**src/rtl/mem_access_unit.sv**
```systemverilog
// mem_access_unit: sequential load/store unit between the CPU datapath and a
// 32-bit word-addressed data memory with variable latency.
// Latency: request accepted at cycle 0, mem_req from cycle 1, resp_valid one
//   cycle after the last mem_ack (cycle 1 for errors caught at accept).
// Backpressure: req_ready only in IDLE; mem_* held stable until mem_ack, with
//   an optional per-request TIMEOUT (0 disables it).
// Ports: clk/rst (sync, active-high); req_* CPU request (valid/ready);
//   resp_* one-cycle completion pulse with data/error; mem_* memory request
//   side (big-endian lanes: be[3] / bits [31:24] = byte offset 0).
// Build option: define MISALIGN_SPLIT_EN to allow any alignment, splitting
//   word-crossing accesses into two memory transactions; without it,
//   misaligned halfwords/words complete with resp_err and no memory access.
module mem_access_unit #(
  parameter int ADDR_W  = 32,
  parameter int TIMEOUT = 64
) (
  input  logic              clk,
  input  logic              rst,
  input  logic              req_valid,
  output logic              req_ready,
  input  logic              req_write,
  input  logic [ADDR_W-1:0] req_addr,
  input  logic [1:0]        req_size,
  input  logic              req_zext,
  input  logic [31:0]       req_wdata,
  output logic              resp_valid,
  output logic [31:0]       resp_rdata,
  output logic              resp_err,
  output logic              mem_req,
  output logic              mem_we,
  output logic [ADDR_W-1:0] mem_addr,
  output logic [3:0]        mem_be,
  output logic [31:0]       mem_wdata,
  input  logic              mem_ack,
  input  logic [31:0]       mem_rdata
);

  typedef enum logic [1:0] {IDLE, ACC1, ACC2, RESP} state_t;

  localparam int CNT_W = (TIMEOUT > 1) ? $clog2(TIMEOUT) : 1;
  localparam logic [CNT_W-1:0] CNT_LAST = CNT_W'((TIMEOUT > 0) ? TIMEOUT - 1 : 0);

  state_t            state_q, state_d;
  logic              write_q, write_d;
  logic [ADDR_W-1:0] addr_q, addr_d;
  logic [1:0]        size_q, size_d;
  logic              zext_q, zext_d;
  logic [31:0]       wdata_q, wdata_d;
  logic [31:0]       buf_q, buf_d;
  logic              err_q, err_d;
  logic [CNT_W-1:0]  cnt_q, cnt_d;

  logic              req_legal;
  logic [2:0]        nbytes;
  logic              crosses;
  logic              second;
  logic [ADDR_W-1:0] word_addr;
  logic [3:0][7:0]   st_left;
  logic [3:0][7:0]   rd_lanes;
  logic [3:0][7:0]   lane_wdata;
  logic [3:0][7:0]   buf_upd;
  logic [3:0]        lane_be;
  logic [2:0]        pos;
  logic [1:0]        lane;
  logic [31:0]       ld_val;

  always_comb begin
`ifdef MISALIGN_SPLIT_EN
    req_legal = (req_size != 2'b11);
`else
    case (req_size)
      2'b00:   req_legal = (req_addr[1:0] == 2'b00);
      2'b01:   req_legal = ~req_addr[0];
      2'b10:   req_legal = 1'b1;
      default: req_legal = 1'b0;
    endcase
`endif
  end

  always_comb begin
    case (size_q)
      2'b00:   nbytes = 3'd4;
      2'b01:   nbytes = 3'd2;
      default: nbytes = 3'd1;
    endcase
  end

  // offset + size beyond 4 bytes spills into the next word (max 3 + 4 = 7)
  assign crosses   = ({1'b0, addr_q[1:0]} + nbytes) > 3'd4;
  assign second    = (state_q == ACC2);
  assign word_addr = {addr_q[ADDR_W-1:2], 2'b00};
  assign rd_lanes  = mem_rdata;

  // Store value left-justified so that index 3 holds the lowest-address byte
  always_comb begin
    case (size_q)
      2'b00:   st_left = wdata_q;
      2'b01:   st_left = {wdata_q[15:0], 16'h0000};
      default: st_left = {wdata_q[7:0], 24'h000000};
    endcase
  end

  // Access byte j sits at offset+j: bit 2 selects the word (first/second),
  // bits [1:0] the lane. Only bytes belonging to the current word are mapped.
  always_comb begin
    lane_be    = '0;
    lane_wdata = '0;
    buf_upd    = buf_q;
    pos        = '0;
    lane       = '0;
    for (int j = 0; j < 4; j++) begin
      pos  = {1'b0, addr_q[1:0]} + 3'(j);
      lane = pos[1:0];
      if ((3'(j) < nbytes) && (pos[2] == second)) begin
        lane_be[2'd3 - lane]    = 1'b1;
        lane_wdata[2'd3 - lane] = st_left[2'(3 - j)];
        buf_upd[2'(3 - j)]      = rd_lanes[2'd3 - lane];
      end
    end
  end

  // buf_q holds collected bytes left-justified, lowest address in [31:24]
  always_comb begin
    case (size_q)
      2'b00:   ld_val = buf_q;
      2'b01:   ld_val = {{16{~zext_q & buf_q[31]}}, buf_q[31:16]};
      default: ld_val = {{24{~zext_q & buf_q[31]}}, buf_q[31:24]};
    endcase
  end

  always_comb begin
    state_d    = state_q;
    write_d    = write_q;
    addr_d     = addr_q;
    size_d     = size_q;
    zext_d     = zext_q;
    wdata_d    = wdata_q;
    buf_d      = buf_q;
    err_d      = err_q;
    cnt_d      = cnt_q;
    req_ready  = 1'b0;
    resp_valid = 1'b0;
    resp_rdata = '0;
    resp_err   = 1'b0;
    mem_req    = 1'b0;
    mem_we     = 1'b0;
    mem_addr   = '0;
    mem_be     = '0;
    mem_wdata  = '0;
    case (state_q)
      IDLE: begin
        req_ready = 1'b1;
        if (req_valid) begin
          write_d = req_write;
          addr_d  = req_addr;
          size_d  = req_size;
          zext_d  = req_zext;
          wdata_d = req_wdata;
          buf_d   = '0;
          cnt_d   = '0;
          err_d   = ~req_legal;
          state_d = req_legal ? ACC1 : RESP;
        end
      end
      ACC1, ACC2: begin
        mem_req   = 1'b1;
        mem_we    = write_q;
        mem_addr  = second ? (word_addr + ADDR_W'(4)) : word_addr;
        mem_be    = write_q ? lane_be : 4'hF;
        mem_wdata = lane_wdata;
        // ack is checked before expiry so a same-cycle ack completes normally
        if (mem_ack) begin
          if (!write_q) buf_d = buf_upd;
          cnt_d   = '0;
          state_d = (!second && crosses) ? ACC2 : RESP;
        end else if ((TIMEOUT != 0) && (cnt_q == CNT_LAST)) begin
          err_d   = 1'b1;
          cnt_d   = '0;
          state_d = RESP;
        end else begin
          cnt_d = cnt_q + CNT_W'(1);
        end
      end
      RESP: begin
        resp_valid = 1'b1;
        resp_err   = err_q;
        resp_rdata = (err_q || write_q) ? 32'h0 : ld_val;
        state_d    = IDLE;
      end
      default: state_d = IDLE;
    endcase
  end

  always_ff @(posedge clk) begin
    if (rst) begin
      state_q <= IDLE;
      write_q <= 1'b0;
      addr_q  <= '0;
      size_q  <= '0;
      zext_q  <= 1'b0;
      wdata_q <= '0;
      buf_q   <= '0;
      err_q   <= 1'b0;
      cnt_q   <= '0;
    end else begin
      state_q <= state_d;
      write_q <= write_d;
      addr_q  <= addr_d;
      size_q  <= size_d;
      zext_q  <= zext_d;
      wdata_q <= wdata_d;
      buf_q   <= buf_d;
      err_q   <= err_d;
      cnt_q   <= cnt_d;
    end
  end

endmodule

```
**config.mk**
```make
export PLATFORM = sky130hd
export DESIGN_NAME = mem_access_unit
export DESIGN_NICKNAME = d
export VERILOG_FILES = /design/src/rtl/mem_access_unit.sv
export SDC_FILE = /design/constraint.sdc
export NUM_CORES = 1
export LEC_CHECK = 0
export CAP_MARGIN = 10
export CELL_PAD_IN_SITES_DETAIL_PLACEMENT = 1
export CELL_PAD_IN_SITES_GLOBAL_PLACEMENT = 2
export CORE_ASPECT_RATIO = 1.1
export CORE_UTILIZATION = 24
export CTS_CLUSTER_SIZE = 40
export DETAILED_ROUTE_END_ITERATION = 16
export PLACE_DENSITY = 0.87
export SLEW_MARGIN = 20
export SYNTH_ARGS = -nofsm -noshare
export SYNTH_HDL_FRONTEND = slang
export SYNTH_SLANG_ARGS = --single-unit
```
**constraint.sdc**
```tcl
create_clock -name clk -period 3.98 [get_ports clk]
set_clock_uncertainty 0.05 [all_clocks]
set_input_delay 1.194 -clock clk [delete_from_list [all_inputs] [get_ports clk]]
set_output_delay 1.194 -clock clk [all_outputs]
set_load 0.02 [all_outputs]
```
==> impl_metrics.sql, run 1 <==
INSERT INTO impl_metrics (metric_group, metric, value, unit) VALUES
('power_and_ir_drop', 'power.leakage', '2.95', 'nW'),
('power_and_ir_drop', 'power.switching', '1.83', 'mW'),
('sta', 'rsz0062_at_grt', 'no', ''),
('die', 'placementRows', '56', ''),
('synth', 'synth_edf_count', '0', ''),
('power_and_ir_drop', 'comb_power_share', '53.7', '%'),
('critical_path', 'cp-start-kind', 'flip-flop', ''),
('critical_path', 'worst-endpoint-arrival', '2620', 'ps'),
('finish', 'num-fill-cells', '2581', ''),
('finish', 'final_layout_size_suffix_gt1_share', '11.2', '%'),
('sta', 'timing.final.crit_share', '97.0', '%'),
('cts', 'hold_buffer_count_at_cts', '0', ''),
('flow_run', 'max_cap_violations', '0', ''),
('synth', 'cell_types_occupying_the_most_area_after_synthesis', 'dfxtp_1, nand2_1, a21oi_1, mux4_2, a22oi_1', ''),
('cts', 'worst_skew_pair.late_latency', '340', 'ps'),
('die', 'fp.coreArea', '21300', 'µm²'),
('synth', 'netlist.area_leader.share', '29.3', '%'),
('finish', 'stdcell_count', '1113', ''),
('finish', 'final_nets', '939', ''),
('sta', 'max_freq', '259', 'MHz'),
('synth', 'synth.lib_cells_used.distinct', '54', ''),
('synth', 'yosysWarningCount', '0', ''),
('power_and_ir_drop', 'post-layout-total-power', '4.07', 'mW'),
('power_and_ir_drop', 'power.clock.fraction', '20.4', '%'),
('cts', 'numCtsBuffers', '9', ''),
('die', 'dieWidth', '142', 'µm'),
('die', 'initial_core_util', '24.4', '%'),
('placement', 'post-dp-hpwl', '13600', 'µm'),
('synth', 'synth.top_cells.by_count', 'nand2_1, a21oi_1, dfxtp_1', ''),
('critical_path', 'critPathRequiredTime', '2740', 'ps'),
('cts', 'clk_root_buffer_cell', 'clkbuf_16', ''),
('synth', 'synth.largest_area_cell', 'dfxtp_1', ''),
('synth', 'netlist_instances', '650', ''),
('critical_path', 'worst-r2r-setup-slack', '1650', 'ps'),
('cts', 'cts-htree-levels', '3', ''),
('critical_path', 'r2r-start', 'state_q[0]', ''),
('power_and_ir_drop', 'irDropWorstVdd', '0.245', 'mV'),
('power_and_ir_drop', 'power.share.sequential', '25.9', '%'),
('placement', 'finalWeightedCongestion', '0.762', ''),
('die', 'floorplan.die.height', '156', 'µm'),
('route', 'drc', '0', ''),
('global_routing', 'grt_usage', '16.6', '%'),
('cts', 'cts.sinks', '76', ''),
('synth', 'netlist_area', '5190', 'µm²'),
('critical_path', 'cp_capture_type', 'primary output', ''),
('worst_hold_path', 'min-delay-path-class', 'reg2reg', ''),
('synth', 'synth_async_sr_flop_share', '0', '%'),
('finish', 'area_delta_synth_final', '45.9', '%'),
('finish', 'insertedDiodeCount', '0', ''),
('cts', 'ctsLongestPathBuffers', '2', ''),
('route', 'drt_first_pass_iters', '4', ''),
('global_routing', 'wire_length_of_the_first_global_routing_pass', '29000', 'µm'),
('sta', 'timing.slew.headroom', '51.6', '%'),
('sta', 'finalCriticalPeriod', '3860', 'ps'),
('cts', 'clk_pin_slew', '60', 'ps'),
('finish', 'final_core_util', '35.6', '%'),
('worst_hold_path', 'hold_start', 'buf_q[10]', ''),
('placement', 'port_buffers', '173', ''),
('sta', 'maxSlewViolCount', '0', ''),
('critical_path', 'path_class', 'reg2out', ''),
('cts', 'tritoncts', 'yes', ''),
('outcome', 'outcome', 'completed', ''),
('route', 'vias', '5389', ''),
('critical_path', 'timing.reg2reg.worst_path_depth', '7', ''),
('route', 'route.final.wire_length', '18200', 'µm'),
('sta', 'tightest_slew', '726', 'ps'),
('global_routing', 'grt_pass1_vias', '5607', ''),
('route', 'antenna_left', '0', ''),
('route', 'via_per_inst', '4.84', ''),
('die', 'io_pins', '209', ''),
('sta', 'hold_viol', '0', '');
==> sequential cells by signal, indices dropped and copies added, names as in the netlist <==
| signal | flops |
|---|---|
| err_q | 1 |
| state_q | 2 |
| buf_q | 16 |
| wdata_q | 16 |
| size_q | 2 |
| write_q | 1 |
| addr_q | 32 |
| cnt_q | 6 |
==> layout make-up <==
cell class	instances	area (µm²)	area share (%)
timing repair buffer	206	1960	25.9
inverter	14	52.6	0.694
clock buffer	10	229	3.02
tap	290	363	4.79
sequential	76	1520	20.1
multi-input combinational	511	3380	44.6
clock inverter	6	63.8	0.842
==> logic make-up after synthesis <==
family	Yosys count	synth area share [%]
fa+ha+maj	17	4.24
other cells	1	0.0722
buf+inv	80	7.73
xor+xnor	16	3.20
compound gates	176	22.7
flops	76	29.3
simple gates	264	25.0
mux	20	7.73
==> worst max path at each step <==
| stage | slack (ps) | cells after the start | to | from |
|---|---|---|---|---|
| 2_1_floorplan | 7 | 8 | mem_wdata[23] | addr_q[0] |
| 3_3_place_gp | 120 | 7 | mem_addr[25] | state_q[1] |
| 3_5_place_dp | 40 | 7 | mem_addr[25] | state_q[1] |
| 4_1_cts | 5 | 8 | mem_wdata[16] | state_q[0] |
| 5_1_grt | 3 | 7 | mem_addr[18] | state_q[1] |
| 6_report | 120 | 10 | mem_wdata[30] | state_q[0] |
==> stage by stage <==
stage | worst slack, ps | area, µm²
4_1_cts | 5.33 | 7530
6_report | 119 | 7580
2_1_floorplan | 7.18 | 5260
3_5_place_dp | 40.0 | 7240
5_1_grt | 2.60 | 7580
3_3_place_gp | 122 | 7240
==> power by group through the flow <==
stage | Combinational (mW) | Clock [mW] | Sequential [mW]
after floorplan | 1.36 | 0 | 1.03
after CTS | 2.19 | 0.865 | 1.05
after global routing | 2.38 | 0.891 | 1.08
after global placement | 2.18 | 0 | 1.06
after detailed placement | 2.20 | 0 | 1.07
final | 2.18 | 0.832 | 1.05
==> metal layers <==
metal	wire length, µm	vias to the layer above	GRT usage [%]
met1	7700	2589	19.0
met5	0	-	0
met2	8970	149	29.6
met4	406	0	5.99
li1	-	2627	-
met3	1110	24	4.31
==> cell usage in the layout (no fill, tap or decap), drive strengths merged, types with 11 or more instances in the layout <==
cell type,n
dfxtp,76
clkdlybuf4s50,118
o21ai,11
or4,14
xor2,14
nand4,11
and2,20
a21oi,89
clkbuf,12
ha,16
dlygate4sd2,41
a32o,16
buf,34
nor2,52
nand2,119
conb,18
mux4,16
inv,15
o31ai,16
a22oi,31
==> timing repair <==
action | in CTS | in global routing
pin swaps | 2 | 1
setup endpoints to repair | 56 | 24
buffers inserted | 3 | 2
resized for setup | 51 | 20
==> critical path, stage by stage (launching register included) <==
cell	delay [ps]
dfxtp_1	330
inv_1	60
ha_1	210
buf_4	200
xor2_4	210
buf_4	160
a2111oi_4	320
buf_4	220
a22oi_1	80
nor2_1	130
dlygate4sd2_1	350
(Power assumes the default switching activity.)
==> inputs of run 2 (changes only) <==
--- a/config.mk
+++ b/config.mk
@@ -13,5 +13,7 @@
 export CTS_CLUSTER_SIZE = 40
 export DETAILED_ROUTE_END_ITERATION = 16
+export GPL_TIMING_DRIVEN = 0
 export PLACE_DENSITY = 0.87
+export SKIP_LAST_GASP = 1
 export SLEW_MARGIN = 20
 export SYNTH_ARGS = -nofsm -noshare
==> constraint.sdc (replaced) <==
create_clock -name clk -period 3.98 [get_ports clk]
set_clock_uncertainty 0.05 [all_clocks]
set_input_delay 0.398 -clock clk [delete_from_list [all_inputs] [get_ports clk]]
set_output_delay 0.398 -clock clk [all_outputs]
set_load 0.02 [all_outputs]
==> run 2 against run 1 <==
  * Largest cell class unchanged
  * Clock power down 3.7%
  * Design area increased by 1.5%
  * Critical endpoint is now mem_be[2]
  * Power is 0.79% lower
  * First-iteration DRC count grew 30%
  * Highest routed layer unchanged
==> impl_metrics.sql, run 2 (synthesis results as in run 1) <==
INSERT INTO impl_metrics (metric_group, metric, value, unit) VALUES
('power_and_ir_drop', 'power-per-cell-area', '525', 'nW/µm²'),
('finish', 'final_layout_size_suffix_gt1_share', '9.90', '%'),
('route', 'routedWlPerCell', '16.4', 'µm'),
('power_and_ir_drop', 'power.switching', '1.83', 'mW'),
('critical_path', 'cp_capture_type', 'primary output', ''),
('route', 'route.final.wire_length', '18900', 'µm'),
('worst_hold_path', 'cells_on_worst_hold_path', '1', ''),
('route', 'vias', '5536', ''),
('route', 'antenna_left', '0', ''),
('worst_hold_path', 'min-delay-path-class', 'reg2reg', ''),
('finish', 'area_delta_synth_final', '48.0', '%'),
('placement', 'port_buffers', '172', ''),
('global_routing', 'grt_antenna_before_repair', '0', ''),
('global_routing', 'grt_pass1_vias', '5686', ''),
('sta', 'rsz0062_at_grt', 'no', ''),
('finish', 'seq_area', '1520', 'µm²'),
('finish', 'mostFrequentLayoutCells', 'clkdlybuf4s50_1, nand2_1, a21oi_1, dfxtp_1, nor2_1', ''),
('power_and_ir_drop', 'irDropWorstVdd', '0.235', 'mV'),
('sta', 'timing.final.crit_share', '94.0', '%'),
('sta', 'finalCriticalPeriod', '3740', 'ps'),
('sta', 'final-setup-viol-count', '0', ''),
('finish', 'stdcell_count', '1149', ''),
('finish', 'final_nets', '975', ''),
('die', 'die_area', '22200', 'µm²'),
('outcome', 'outcome', 'completed', ''),
('route', 'via_per_inst', '4.82', ''),
('critical_path', 'worst-endpoint-arrival', '3290', 'ps'),
('cts', 'clk_pin_slew', '60', 'ps'),
('critical_path', 'critPathRequiredTime', '3530', 'ps'),
('sta', 'timing.slew.headroom', '48.5', '%'),
('sta', 'finalSetupTns', '0', 'ps'),
('global_routing', 'grt_usage', '17.4', '%'),
('power_and_ir_drop', 'power.share.sequential', '26.4', '%'),
('power_and_ir_drop', 'power.leakage', '2.65', 'nW'),
('cts', 'ctsLongestPathBuffers', '2', ''),
('power_and_ir_drop', 'power.clock.fraction', '19.8', '%'),
('sta', 'maxSlewViolCount', '0', ''),
('cts', 'numCtsBuffers', '9', ''),
('die', 'floorplan.die.height', '156', 'µm'),
('critical_path', 'cp-start-kind', 'flip-flop', ''),
('die', 'io_pins', '209', ''),
('cts', 'tritoncts', 'yes', ''),
('finish', 'largest_register_ffs', '32', ''),
('power_and_ir_drop', 'internal_power_component', '2.21', 'mW'),
('finish', 'multiInputGateArea', '3350', 'µm²'),
('cts', 'worst_skew_pair.late_latency', '340', 'ps'),
('finish', 'top_regs', 'addr_q x32, buf_q x16, wdata_q x16', ''),
('cts', 'cts-htree-levels', '3', ''),
('critical_path', 'worst-path-max-fanout', '18', ''),
('route', 'drc', '0', ''),
('finish', 'num-fill-cells', '2586', ''),
('die', 'initial_core_util', '24.4', '%'),
('finish', 'max_flop_register', 'addr_q', ''),
('die', 'dieWidth', '142', 'µm'),
('finish', 'insertedDiodeCount', '0', ''),
('sta', 'max_freq', '267', 'MHz'),
('sta', 'hold_viol', '0', ''),
('power_and_ir_drop', 'comb_power_share', '53.8', '%'),
('route', 'drt_iter0_drc', '228', ''),
('critical_path', 'path_class', 'reg2out', ''),
('cts', 'hold_buffer_count_at_cts', '0', ''),
('global_routing', 'wire_length_of_the_first_global_routing_pass', '30000', 'µm'),
('cts', 'clk_root_buffer_cell', 'clkbuf_16', ''),
('placement', 'dpl.cell_count', '1129', ''),
('die', 'fp.coreArea', '21300', 'µm²'),
('finish', 'final_common_cell', 'clkdlybuf4s50_1', ''),
('global_routing', 'grt_max_degree', '19', ''),
('flow_run', 'max_cap_violations', '0', ''),
('route', 'drt_first_pass_iters', '4', ''),
('sta', 'tightest_slew', '773', 'ps'),
('global_routing', 'globalRouteOverflowTotal', '0', ''),
('power_and_ir_drop', 'net_switching_fraction_of_the_power', '45.4', '%'),
('cts', 'cts.sinks', '76', ''),
('die', 'placementRows', '56', ''),
('placement', 'post-dp-hpwl', '14900', 'µm'),
('critical_path', 'timing.reg2reg.worst_path_depth', '6', ''),
('placement', 'finalWeightedCongestion', '0.791', '');
==> run 2: layout make-up <==
| type | instances | area share (%) |
|---|---|---|
| sequential | 76 | 19.8 |
| clock buffer | 15 | 3.61 |
| clock inverter | 1 | 0.0651 |
| tap | 290 | 4.72 |
| inverter | 14 | 0.684 |
| timing repair buffer | 177 | 22.9 |
| multi-input combinational | 511 | 43.6 |
| buffer | 65 | 4.57 |
==> run 2: metal layers <==
metal | global-route usage [%] | part of all wire [%] | vias up
met4 | 6.20 | 2.1 | 0
met5 | 0 | 0 | -
li1 | - | - | 2707
met3 | 4.38 | 6.7 | 24
met2 | 30.2 | 48 | 161
met1 | 20.7 | 43 | 2644
==> run 2: worst paths after layout <==
path / start / end / slack (ps)
setup / recovery: addr_q[0] / mem_be[2] / 240
setup reg to reg: addr_q[0] / buf_q[1] / 1150
hold reg to reg: buf_q[13] / buf_q[13] / 410
hold / removal: buf_q[13] / buf_q[13] / 410
==> run 2: stage by stage <==
stage          utilization [%]  power [mW]  hold WS [ps]  instance area, µm²  setup WS [ps]
2_1_floorplan                -        2.39           384                5260            803
3_5_place_dp              34.5        3.24           399                7350           -386
5_1_grt                   36.1        4.32           427                7690           38.9
4_1_cts                   36.1        4.09           413                7680            115
3_3_place_gp              34.5        3.20           391                7340           -307
6_report                  36.1        4.04           410                7690            239
==> run 2: worst max-delay path, cell delays in order (launching register included) <==
cell and delay (ps):
dfxtp_1 460, buf_4 340, inv_1 150, ha_1 340
xor2_4 320, and3_1 190, buf_2 220, a21oi_1 60
a21oi_1 200, clkdlybuf4s50_1 670
==> run 2: power groups by stage <==
stage          Sequential [mW]  Clock, mW  Combinational, mW
2_1_floorplan             1.03          0               1.36
3_3_place_gp              1.07          0               2.12
3_5_place_dp              1.08          0               2.16
4_1_cts                   1.06      0.820               2.20
5_1_grt                   1.09      0.844               2.39
6_report                  1.06      0.801               2.17
==> run 2: timing repair <==
action,in CTS,in global routing
endpoints found under the setup margin,36,21
setup buffers,5,0
pin swaps,3,0
resized for setup,4,4
